### config.mk
export PLATFORM = sky130hd
export DESIGN_NAME = countdown_timer
export DESIGN_NICKNAME = d
export VERILOG_FILES = /design/src/rtl/countdown_timer.sv
export SDC_FILE = /design/constraint.sdc
export NUM_CORES = 1
export LEC_CHECK = 0
export CORE_MARGIN = 5
export CORE_UTILIZATION = 25
export CTS_CLUSTER_DIAMETER = 80
export DETAILED_ROUTE_END_ITERATION = 10
export PLACE_DENSITY = 0.44
export SKIP_LAST_GASP = 1
export SLEW_MARGIN = 10
export SYNTH_ARGS = -nofsm -noshare
export SYNTH_HDL_FRONTEND = slang
export SYNTH_SLANG_ARGS = --single-unit
### constraint.sdc
create_clock -name clock -period 2 [get_ports clock]
set_input_delay 0.2 -clock clock [delete_from_list [all_inputs] [get_ports clock]]
set_output_delay 0.2 -clock clock [all_outputs]
set_load 0.1 [all_outputs]
### src/rtl/countdown_timer.sv
// Half-unit countdown controller feeding digit_printer / fin_printer display switches.
// Optional pause blink of show_digit enabled by defining COUNTDOWN_PAUSE_BLINK_EN.
module countdown_timer #(
  parameter int unsigned HALF_TICK_CYCLES = 50000000,
  parameter int unsigned CNT_W            = 26
) (
  input  logic       clock,
  input  logic       reset_n,
  input  logic       load,
  input  logic [4:0] load_val,
  input  logic       start_pause,
  output logic [4:0] val,
  output logic       running,
  output logic       done,
  output logic       show_digit,
  output logic       show_fin
);

  typedef enum logic [1:0] {IDLE, RUNNING, PAUSED, FINISHED} state_e;

  localparam logic [CNT_W-1:0] TICK_LAST = CNT_W'(HALF_TICK_CYCLES - 1);

  state_e           state_q, state_d;
  logic [4:0]       val_q, val_d;
  logic [CNT_W-1:0] presc_q, presc_d;
  logic             done_q, done_d;
  logic             running_q, running_d;
  logic             show_digit_q, show_digit_d;
  logic             show_fin_q, show_fin_d;
  logic             tick;

`ifdef COUNTDOWN_PAUSE_BLINK_EN
  logic [CNT_W-1:0] blink_q, blink_d;
`endif

  assign tick = (state_q == RUNNING) && (presc_q == TICK_LAST);

  always_comb begin
    state_d = state_q;
    val_d   = val_q;
    presc_d = presc_q;
    done_d  = 1'b0;

    if (load) begin
      // load outranks start_pause and any coincident tick
      val_d   = load_val;
      state_d = IDLE;
      presc_d = '0;
    end else begin
      unique case (state_q)
        IDLE: begin
          if (start_pause) begin
            if (val_q != 5'h00) begin
              state_d = RUNNING;
              presc_d = '0;
            end else begin
              state_d = FINISHED;
              done_d  = 1'b1;
            end
          end
        end
        RUNNING: begin
          if (start_pause) begin
            state_d = PAUSED;
          end else if (tick) begin
            presc_d = '0;
            if (val_q[4]) begin
              val_d = {1'b0, val_q[3:0]};
            end else if (val_q[3:0] != 4'd0) begin
              val_d = {1'b1, val_q[3:0] - 4'd1};
            end
            if (val_q == 5'h10) begin
              state_d = FINISHED;
              done_d  = 1'b1;
            end
          end else begin
            presc_d = presc_q + 1'b1;
          end
        end
        PAUSED: begin
          if (start_pause) begin
            state_d = RUNNING;
          end
        end
        FINISHED: begin
          val_d = 5'h00;
        end
        default: state_d = IDLE;
      endcase
    end

    running_d  = (state_d == RUNNING);
    show_fin_d = (state_d == FINISHED);

`ifdef COUNTDOWN_PAUSE_BLINK_EN
    blink_d      = blink_q;
    show_digit_d = !show_fin_d;
    if (state_d == PAUSED) begin
      // independent blink counter; the frozen main prescaler is never touched
      if (state_q != PAUSED) begin
        blink_d      = '0;
        show_digit_d = 1'b1;
      end else if (blink_q == TICK_LAST) begin
        blink_d      = '0;
        show_digit_d = ~show_digit_q;
      end else begin
        blink_d      = blink_q + 1'b1;
        show_digit_d = show_digit_q;
      end
    end
`else
    show_digit_d = !show_fin_d;
`endif
  end

  always_ff @(posedge clock) begin
    if (!reset_n) begin
      state_q      <= IDLE;
      val_q        <= '0;
      presc_q      <= '0;
      done_q       <= 1'b0;
      running_q    <= 1'b0;
      show_digit_q <= 1'b1;
      show_fin_q   <= 1'b0;
`ifdef COUNTDOWN_PAUSE_BLINK_EN
      blink_q      <= '0;
`endif
    end else begin
      state_q      <= state_d;
      val_q        <= val_d;
      presc_q      <= presc_d;
      done_q       <= done_d;
      running_q    <= running_d;
      show_digit_q <= show_digit_d;
      show_fin_q   <= show_fin_d;
`ifdef COUNTDOWN_PAUSE_BLINK_EN
      blink_q      <= blink_d;
`endif
    end
  end

  assign val        = val_q;
  assign running    = running_q;
  assign done       = done_q;
  assign show_digit = show_digit_q;
  assign show_fin   = show_fin_q;

endmodule
==> summary.txt, run 1 <==
=================================================================================================
Die span in x                                                                         103 microns
Post-Syn Instances                                                                            256
Most used standard cells in the synthesized netlist                                  37 x sky130_fd_sc_hd__dfxtp_1, 24 x sky130_fd_sc_hd__nand2_1, 17 x sky130_fd_sc_hd__nor2_1, 13 x sky130_fd_sc_hd__inv_1, 12 x sky130_fd_sc_hd__nand3_1
DRC violations left                                                                             0
Synth Net Count                                                                               267
Power Dens Cells                                                                      582 nW/um^2
Outcome                                                                              finished, final reports clean
DR vias                                                                                      2099
Global-route wire length before repair                                               10100 microns
Final-report max-slew violation count                                                           0
Post-CTS Hold Fix Bufs                                                                          0
First-pass iteration count of the detailed router                                               4
Number of flops mapped to enable cells by yosys                                                 0
Placeable core area                                                                    8300 sq um
Post-synthesis register bit count                                                              37
Post-Syn Area per Cell                                                                 8.43 sq um
Total chip power                                                                          1.68 mW
Peak supply drop                                                                         0.213 mV
Ys async rst share                                                                              0
Area growth, synth to finish                                                                33.5%
Final Hold Fails                                                                                0
Core Util, Final                                                                            0.347
Top cell type's share of synthesized area                                                   0.343
Endpoint arrival time on the critical path                                                2100 ps
Aggregate routed wire length                                                         5960 microns
PortBufs                                                                                       17
Capture point of the worst reg-to-reg path                                            presc_q[12]
Top Family by Delay on Critical Path                                                 simple AND/OR/NAND/NOR gates
Number of CTS-inserted buffers                                                                  5
Buffers and inverters on the worst path                                                         1
CTS tree                                                                                    built
Total global routing overflow                                                                   0
Cell with the largest stage delay on the worst path                                  sky130_fd_sc_hd__or4_4
Critical path launch point type                                                              flop
Logic depth of the worst register-to-register path                                              7
Launch point of the worst path                                                         presc_q[0]
Least-Margin Pin Slew                                                                      463 ps
FF-to-FF Start                                                                         presc_q[0]
Crit path capture type                                                                       flop
Total die area                                                                        10600 sq um
Starting Density                                                                            0.260
Setup repair after global routing missed its margin                                           yes
Largest net degree at the start of global routing                                              15
CP Class                                                                             flop to flop
Hold Crit Class                                                                      flop to flop
Maximum count of clock buffers along a single path                                              2
Max_slew headroom                                                                           0.688
Lkg Pwr                                                                                   1.05 nW
CP peak stage delay                                                                        470 ps
Worst-Skew Late Latency                                                                    290 ps
Clock edge transition at the registers on the reported setup and hold paths                 70 ps
Share of synthesized area occupied by flip-flops and latches                                0.343
Largest area contributor in the synthesized netlist                                  sky130_fd_sc_hd__dfxtp_1
Antenna violations before repair                                                                0
Ratio of cells with drive above 1 in the final layout                                       0.304
Setup violations, final                                                                         0
Post-detailed-route via-to-cell ratio                                                        4.99
CTS root buffer                                                                      sky130_fd_sc_hd__clkbuf_8
Yosys synthesis warning count                                                                   0
Global-route usage over all layers                                                          0.121
Routed WL per cell                                                                   14.2 microns
Vias in the first global route                                                               1995
Placer Congestion                                                                           0.790
Count of pins on the block boundary                                                            18
Number of violations of the max-capacitance limit                                               0
Clock sinks                                                                                    37
Y dimension of the die                                                                103 microns
Required arrival time at the worst endpoint                                               2180 ps
Final HPWL DP                                                                        4520 microns
Number of distinct library cell variants in the gate-level netlist after synthesis             56
Largest fanout on the critical path                                                            10
Most frequent cell after synthesis                                                   sky130_fd_sc_hd__dfxtp_1
Reg-to-reg setup timing slack                                                               80 ps
Maximum clock skew at final layout                                                        11.6 ps
Share of the clock period used by the worst path after layout                               0.960
Number of nets in the final layout                                                            326
Biggest area contributors in the synthesized netlist                                 sky130_fd_sc_hd__dfxtp_1 34%, sky130_fd_sc_hd__nand2_1 4.2%, sky130_fd_sc_hd__nor2_1 3.0%
Standard-cell rows                                                                             33
Number of antenna diodes                                                                        0
Filler cell count in the final layout                                                         867
H-Tree Depth                                                                                    2
Number of design-rule violations left by the first detailed-router iteration                   70
Synth Flop Type                                                                      sky130_fd_sc_hd__dfxtp_1
Total standard cell area after synthesis                                               2160 sq um
Final ANT Viol Nets                                                                             0
Count of non-filler cells in the finished layout                                              421
Maximum frequency from static timing analysis                                           0.521 GHz
Endpoint of the worst setup timing path                                               presc_q[12]
Critical path cell sequence                                                          ha_2, nand3_2, or4_4, o21ba_2, buf_4, a31oi_1, a21oi_1
Number of stages on the worst setup path                                                        7
Post-placement cell count                                                                     412
Minimum clock period                                                                      1920 ps
=================================================================================================
==> report_power, final <==
part / total (mW) / switching [mW] / leakage [nW] / internal [mW]
registers: 0.761 / 0.0117 / 0.302 / 0.749
logic: 0.356 / 0.215 / 0.700 / 0.141
clock network: 0.561 / 0.279 / 0.0455 / 0.282
==> through the flow <==
stage / area [sq um] / hold WS (ps) / setup slack, ps / TNS, ps
after floorplan: 2170 / 447 / 3.28 / 0
after global placement: 2740 / 476 / -108 / -679
after detailed placement: 2740 / 474 / -137 / -1250
after CTS: 2860 / 483 / 46.0 / 0
after global routing: 2880 / 505 / -11.3 / -11.3
final: 2880 / 481 / 79.4 / 0
==> what timing repair did <==
action / 4_1_cts / 5_1_grt
setup endpoints to repair: 17 / 15
pin swaps: 2 / 0
gates resized for setup: 3 / 4
buffers inserted: 1 / 0
==> per-layer routing <==
metal  GRT usage  part of all wire  vias up
met4      0.0388             0.014        0
li1            -                 -     1069
met5           0                 0        -
met3      0.0223             0.023        6
met2       0.187              0.46       28
met1       0.171              0.51      996
==> kinds of logic (layout without fill, tap and decap cells) <==
group,after synthesis,after routing,synth area share
and+or+nand+nor,118,118,0.329
AOI/OAI and AO/OA,61,61,0.212
buffers and inverters,26,86,0.0551
adders and majority gates,2,2,0.0116
xor gates and xnor gates,12,12,0.0487
DFF,37,37,0.343
==> cell type report <==
class / instances / area [sq um] / area share
multi-input combinational: 193 / 1340 / 0.464
sequential: 37 / 754 / 0.262
timing repair buffer: 65 / 520 / 0.181
tap: 105 / 131 / 0.0456
clock buffer: 8 / 90.1 / 0.0313
inverter: 13 / 48.8 / 0.0169
==> state kept, by name (all words and copies together) (netlist names) <==
name        cells
presc_q        26
show_fin        1
val             5
done            1
state_q         2
show_digit      1
running         1
==> layout by cell type (no fill, tap or decap), types with 6 or more instances in the layout <==
cell type                          n
sky130_fd_sc_hd__clkdlybuf4s50_1   8
sky130_fd_sc_hd__nor3_1           10
sky130_fd_sc_hd__xnor2_1           6
sky130_fd_sc_hd__nand4_1           9
sky130_fd_sc_hd__xor2_1            6
sky130_fd_sc_hd__nor2_1           17
sky130_fd_sc_hd__nand3_1          11
sky130_fd_sc_hd__nand2_1          24
sky130_fd_sc_hd__o21ai_0           9
sky130_fd_sc_hd__o211ai_1          6
sky130_fd_sc_hd__buf_4            56
sky130_fd_sc_hd__clkbuf_8          6
sky130_fd_sc_hd__inv_1            12
sky130_fd_sc_hd__dfxtp_1          32
sky130_fd_sc_hd__a21oi_1          11
==> worst min-delay path by stage <==
stage	startpoint	endpoint	slack, ps	depth (start not counted)
after global routing	presc_q[16]	presc_q[16]	500	2
after floorplan	presc_q[16]	presc_q[16]	450	2
after detailed placement	presc_q[16]	presc_q[16]	470	2
final	presc_q[16]	presc_q[16]	480	2
after global placement	presc_q[16]	presc_q[16]	480	2
after CTS	presc_q[16]	presc_q[16]	480	2
==> tightest hold or removal path, stage by stage, from the launching register on <==
cell                      delay, ps
sky130_fd_sc_hd__dfxtp_1        320
sky130_fd_sc_hd__o31ai_1         60
sky130_fd_sc_hd__a21oi_1         60
(Power assumes the default switching activity.)
==> run 2, diff against run 1 <==
--- a/config.mk
+++ b/config.mk
@@ -5,7 +5,6 @@
 export SDC_FILE = /design/constraint.sdc
 export NUM_CORES = 1
 export LEC_CHECK = 0
-export CORE_MARGIN = 5
 export CORE_UTILIZATION = 25
 export CTS_CLUSTER_DIAMETER = 80
 export DETAILED_ROUTE_END_ITERATION = 10
==> run 2 against run 1 <==
Net effect:
- the run now ends with setup timing left
- combinational power grew 7.0%
- sequential share of layout area shrank 0.81 points
- worst setup slack lost 97 ps
- critical endpoint is now presc_q[15]
- routed wire length grew 2.2%
- global-route usage grew 2.6 points
- critical path depth grew 1
- non-clock buffer count grew 8
- largest cell class unchanged
- sequential power is essentially flat
- power grew 0.59%
- sequential cell count is the same
==> summary.txt, run 2 (synthesis gave the netlist of run 1 again) <==
===========================================================================================
Least-Margin Pin Slew                                                                540 ps
Routed WL per cell                                                             14.2 microns
Critical path launch point type                                                        flop
Placer Congestion                                                                     0.787
Critical path cell sequence                                                    inv_2, ha_4, nor3b_2, buf_6, a311oi_4, nand3_2, or4b_1, a31oi_1
PortBufs                                                                                 17
Post-route cell area                                                             2980 sq um
DR vias                                                                                2101
Hold Crit Class                                                                flop to flop
H-Tree Depth                                                                              2
Outcome                                                                        finished, violations left
Largest fanout on the critical path                                                       2
CP peak stage delay                                                                  520 ps
Total global routing overflow                                                             0
Number of design-rule violations left by the first detailed-router iteration            107
Vias in the first global route                                                         2070
Number of nets in the final layout                                                      334
Number of violations of the max-capacitance limit                                         0
CTS tree                                                                              built
Most frequent standard cell in the layout excluding fill and tap cells         sky130_fd_sc_hd__buf_4
Area after detailed placement                                                    2790 sq um
Post-CTS Hold Fix Bufs                                                                    0
Post-detailed-route via-to-cell ratio                                                  4.90
Total chip power                                                                    1.69 mW
Total die area                                                                   9010 sq um
Die span in x                                                                  94.9 microns
First-pass iteration count of the detailed router                                         4
Global-route wire length before repair                                         10300 microns
Clock sinks                                                                              37
Antenna violations before repair                                                          0
Final Hold Fails                                                                          0
Final HPWL DP                                                                  4610 microns
Lkg Pwr                                                                             1.09 nW
Standard-cell rows                                                                       33
Crit path capture type                                                                 flop
Worst-Skew Late Latency                                                              290 ps
Minimum clock period                                                                2020 ps
Largest net degree at the start of global routing                                        15
Worst slack at placement                                                            -204 ps
Aggregate routed wire length                                                   6100 microns
Clock edge transition at the registers on the reported setup and hold paths           80 ps
Maximum clock skew at final layout                                                  5.47 ps
Max reg flops                                                                            26
Number of antenna diodes                                                                  0
Final-report max-slew violation count                                                     0
Count of pins on the block boundary                                                      18
Maximum frequency from static timing analysis                                     0.496 GHz
CTS root buffer                                                                sky130_fd_sc_hd__clkbuf_8
Power Dens Cells                                                                566 nW/um^2
Final ANT Viol Nets                                                                       0
DRC violations left                                                                       0
Setup repair after global routing missed its margin                                     yes
Placeable core area                                                              8300 sq um
CP Class                                                                       flop to flop
Max_slew headroom                                                                     0.636
Area growth, synth to finish                                                          38.2%
Violations in the final reports                                                setup timing
Post-Route Hold Slack                                                                484 ps
Global-route usage over all layers                                                    0.147
Required arrival time at the worst endpoint                                         2220 ps
Share of the clock period used by the worst path after layout                          1.01
Endpoint arrival time on the critical path                                          2240 ps
Y dimension of the die                                                         94.9 microns
Maximum count of clock buffers along a single path                                        2
Cell with the largest stage delay on the worst path                            sky130_fd_sc_hd__or4b_1
Setup violations, final                                                                   1
Ratio of cells with drive above 1 in the final layout                                 0.330
Core Util, Final                                                                      0.359
Starting Density                                                                      0.260
Final critical-path setup slack                                                    -17.9 ps
Most frequent cells in the layout                                              63 x sky130_fd_sc_hd__buf_4, 30 x sky130_fd_sc_hd__dfxtp_1, 24 x sky130_fd_sc_hd__nand2_1
Most flop-heavy register                                                            presc_q
Number of CTS-inserted buffers                                                            5
Peak supply drop                                                                   0.265 mV
===========================================================================================
-- run 2: final cells by class --
| cell class | count | area [sq um] |
|---|---|---|
| repair buffers | 73 | 584 |
| well taps | 105 | 131 |
| inverters | 13 | 48.8 |
| clock buffers | 8 | 90.1 |
| multi-input cells | 193 | 1370 |
| fillers | 850 | 5320 |
| flip-flops and latches | 37 | 757 |
-- run 2: stage by stage --
stage / cells / TNS [ps]
finish: 429 / -17.9
CTS: 428 / -74.1
global route: 429 / -92.2
floorplan: 256 / 0
global placement: 419 / -1520
detailed placement: 419 / -2070
-- run 2: repair_timing --
action                                  in CTS  in global routing
gates resized for setup                      5                 10
pin swaps                                    3                  6
setup buffers                                1                  2
endpoints found under the setup margin      20                  5
-- run 2: metal layers --
| metal | share of wire | track usage |
|---|---|---|
| met5 | 0 | 0 |
| met4 | 0.0089 | 0.0354 |
| met3 | 0.022 | 0.0217 |
| met2 | 0.45 | 0.228 |
| met1 | 0.52 | 0.212 |
-- run 2: final timing paths --
kind	start	to	slack [ps]	cells after the start
worst min register to register	presc_q[16]	presc_q[16]	480	2
worst max register to register	val[0]	presc_q[15]	-20	8
worst max-delay path	val[0]	presc_q[15]	-20	8
worst min-delay path	presc_q[16]	presc_q[16]	480	2
-- run 2: report_power, final --
part           internal, mW  switching, mW  total (mW)  leakage (nW)
clock network         0.281          0.265       0.546        0.0455
logic                 0.155          0.226       0.381         0.743
registers             0.750         0.0108       0.760         0.303
total                  1.19          0.502        1.69          1.09
-- run 2: worst max-delay path: cells and delay by family, from the launching register on --
family	cells	cell delay (ps)
AOI/OAI and AO/OA	2	480
buffers and inverters	2	160
adders and majority gates	1	160
DFF	1	350
and+or+nand+nor	3	810
==> run 3, diff against run 2 <==
--- a/config.mk
+++ b/config.mk
@@ -5,6 +5,7 @@
 export SDC_FILE = /design/constraint.sdc
 export NUM_CORES = 1
 export LEC_CHECK = 0
+export CORE_ASPECT_RATIO = 0.6
 export CORE_UTILIZATION = 25
 export CTS_CLUSTER_DIAMETER = 80
 export DETAILED_ROUTE_END_ITERATION = 10
==> run 3 against run 2 <==
Net effect:
- the flow now finishes without violations
- die area increased by 0.13%
- final area is 0.55% lower
- non-clock buffer count shrank 10
- sequential power hardly changed
- fmax increased by 2.8%
- count of clock-buffer cells in the layout down 1
- cell count is 1.9% lower
- register-to-register slack better by 60 ps
- first-iteration DRC count is 28% higher
- via count rose by 0.33%
- clock skew is essentially flat
- sequential cell count stayed put
- critical path type unchanged
- largest power group is now the clock network
==> summary.txt, run 3 (synthesis gave the netlist of run 1 again) <==
===========================================================================================
Outcome                                                                        finished, final reports clean
CTS tree                                                                              built
H-Tree Depth                                                                              2
CP Class                                                                       flop to flop
Largest fanout on the critical path                                                       7
First-pass iteration count of the detailed router                                         4
Starting Density                                                                      0.266
Buffers and inverters on the worst path                                                   1
Minimum clock period                                                                1960 ps
Share of the clock period used by the worst path after layout                         0.981
Global-route usage over all layers                                                    0.147
Setup violations, final                                                                   0
Standard-cell rows                                                                       25
Number of CTS-inserted buffers                                                            5
Count of pins on the block boundary                                                      18
Ratio of cells with drive above 1 in the final layout                                 0.297
Area after detailed placement                                                    2750 sq um
Number of design-rule violations left by the first detailed-router iteration            137
Final Hold Fails                                                                          0
Maximum frequency from static timing analysis                                     0.509 GHz
Placeable core area                                                              8100 sq um
Most frequent cells in the layout                                              52 x sky130_fd_sc_hd__buf_4, 32 x sky130_fd_sc_hd__dfxtp_1, 24 x sky130_fd_sc_hd__nand2_1
Peak supply drop                                                                   0.384 mV
Placer Congestion                                                                     0.798
Top Family by Delay on Critical Path                                           simple AND/OR/NAND/NOR gates
Final ANT Viol Nets                                                                       0
DR vias                                                                                2108
Critical path launch point type                                                        flop
Most flop-heavy register                                                            presc_q
Final HPWL DP                                                                  4750 microns
Worst-Skew Late Latency                                                              280 ps
Clock edge transition at the registers on the reported setup and hold paths           50 ps
Final critical-path setup slack                                                     37.3 ps
CP peak stage delay                                                                  520 ps
Post-Route Hold Slack                                                                485 ps
Clock sinks                                                                              37
Number of antenna diodes                                                                  0
Maximum count of clock buffers along a single path                                        2
Power Dens Cells                                                                637 nW/um^2
Setup repair after global routing missed its margin                                     yes
Total global routing overflow                                                             0
Die span in x                                                                   122 microns
Endpoint arrival time on the critical path                                          2120 ps
Crit path capture type                                                                 flop
Aggregate routed wire length                                                   6160 microns
Worst slack at placement                                                           -73.2 ps
Total die area                                                                   9020 sq um
Global-route wire length before repair                                         9790 microns
Critical path cell sequence                                                    ha_2, nand3_4, or4_4, buf_6, o31a_1, o211ai_1, a21oi_1
Routed WL per cell                                                             14.6 microns
Final-report max-slew violation count                                                     0
DRC violations left                                                                       0
Post-CTS Hold Fix Bufs                                                                    0
Area growth, synth to finish                                                          37.4%
Least-Margin Pin Slew                                                                440 ps
Maximum clock skew at final layout                                                  5.38 ps
Post-placement cell count                                                               414
Count of non-filler cells in the finished layout                                        421
Post-detailed-route via-to-cell ratio                                                  5.01
Y dimension of the die                                                         74.0 microns
Largest net degree at the start of global routing                                        15
Max_slew headroom                                                                     0.704
Number of nets in the final layout                                                      324
Max reg flops                                                                            26
CTS root buffer                                                                sky130_fd_sc_hd__clkbuf_16
Number of violations of the max-capacitance limit                                         0
Most frequent standard cell in the layout excluding fill and tap cells         sky130_fd_sc_hd__buf_4
PortBufs                                                                                 17
Antenna violations before repair                                                          0
Lkg Pwr                                                                             1.10 nW
Vias in the first global route                                                         1833
Required arrival time at the worst endpoint                                         2160 ps
Cell with the largest stage delay on the worst path                            sky130_fd_sc_hd__or4_4
Reg-to-reg setup timing slack                                                         40 ps
Total chip power                                                                    1.89 mW
Hold Crit Class                                                                flop to flop
Post-route cell area                                                             2970 sq um
===========================================================================================
run 3: cell types whose count changed in the layout (fill, tap and decap cells not counted), sizes merged:
cell	before	now
clkbuf	8	7
buf	65	55
run 3: layout make-up:
cell class / instances / area (sq um)
multi-input cells: 193 / 1370
clock buffers: 7 / 143
flip-flops and latches: 37 / 754
repair buffers: 63 / 513
well taps: 108 / 135
fillers: 830 / 5130
inverters: 13 / 48.8
run 3: where the power goes:
| part | switching (mW) | internal (mW) | leakage, nW |
|---|---|---|---|
| registers | 0.0124 | 0.751 | 0.302 |
| logic | 0.217 | 0.131 | 0.729 |
| clock network | 0.289 | 0.489 | 0.0700 |
run 3: routing by layer:
layer | vias to the layer above | routed length, microns | GRT usage
li1 | 1076 | - | -
met1 | 969 | 3510 | 0.246
met2 | 58 | 2240 | 0.166
met3 | 5 | 339 | 0.0376
met4 | 0 | 72 | 0.0494
met5 | - | 0 | 0
run 3: worst paths after layout:
| kind | from | end | depth (start not counted) |
|---|---|---|---|
| worst max-delay path | presc_q[1] | presc_q[24] | 7 |
| worst min-delay path | presc_q[16] | presc_q[16] | 2 |
| worst max register to register | presc_q[1] | presc_q[24] | 7 |
| worst min register to register | presc_q[16] | presc_q[16] | 2 |
run 3: metrics by stage:
step / util / setup TNS (ps)
finish: 0.366 / 0
global route: 0.366 / -20.1
CTS: 0.357 / 0
detailed placement: 0.339 / -180
global placement: 0.339 / -112
floorplan: - / 0
run 3: repair_timing:
item | in CTS | in global routing
gates resized for setup | 1 | 13
endpoints found under the setup margin | 2 | 23
pin swaps | 0 | 7
setup buffers | 0 | 1
endpoints found under the hold margin | 0 | 0
run 3: tightest hold or removal path, stage by stage (launching register included):
cell and delay (ps):
sky130_fd_sc_hd__dfxtp_1 320, sky130_fd_sc_hd__o31ai_1 60, sky130_fd_sc_hd__a21oi_1 60
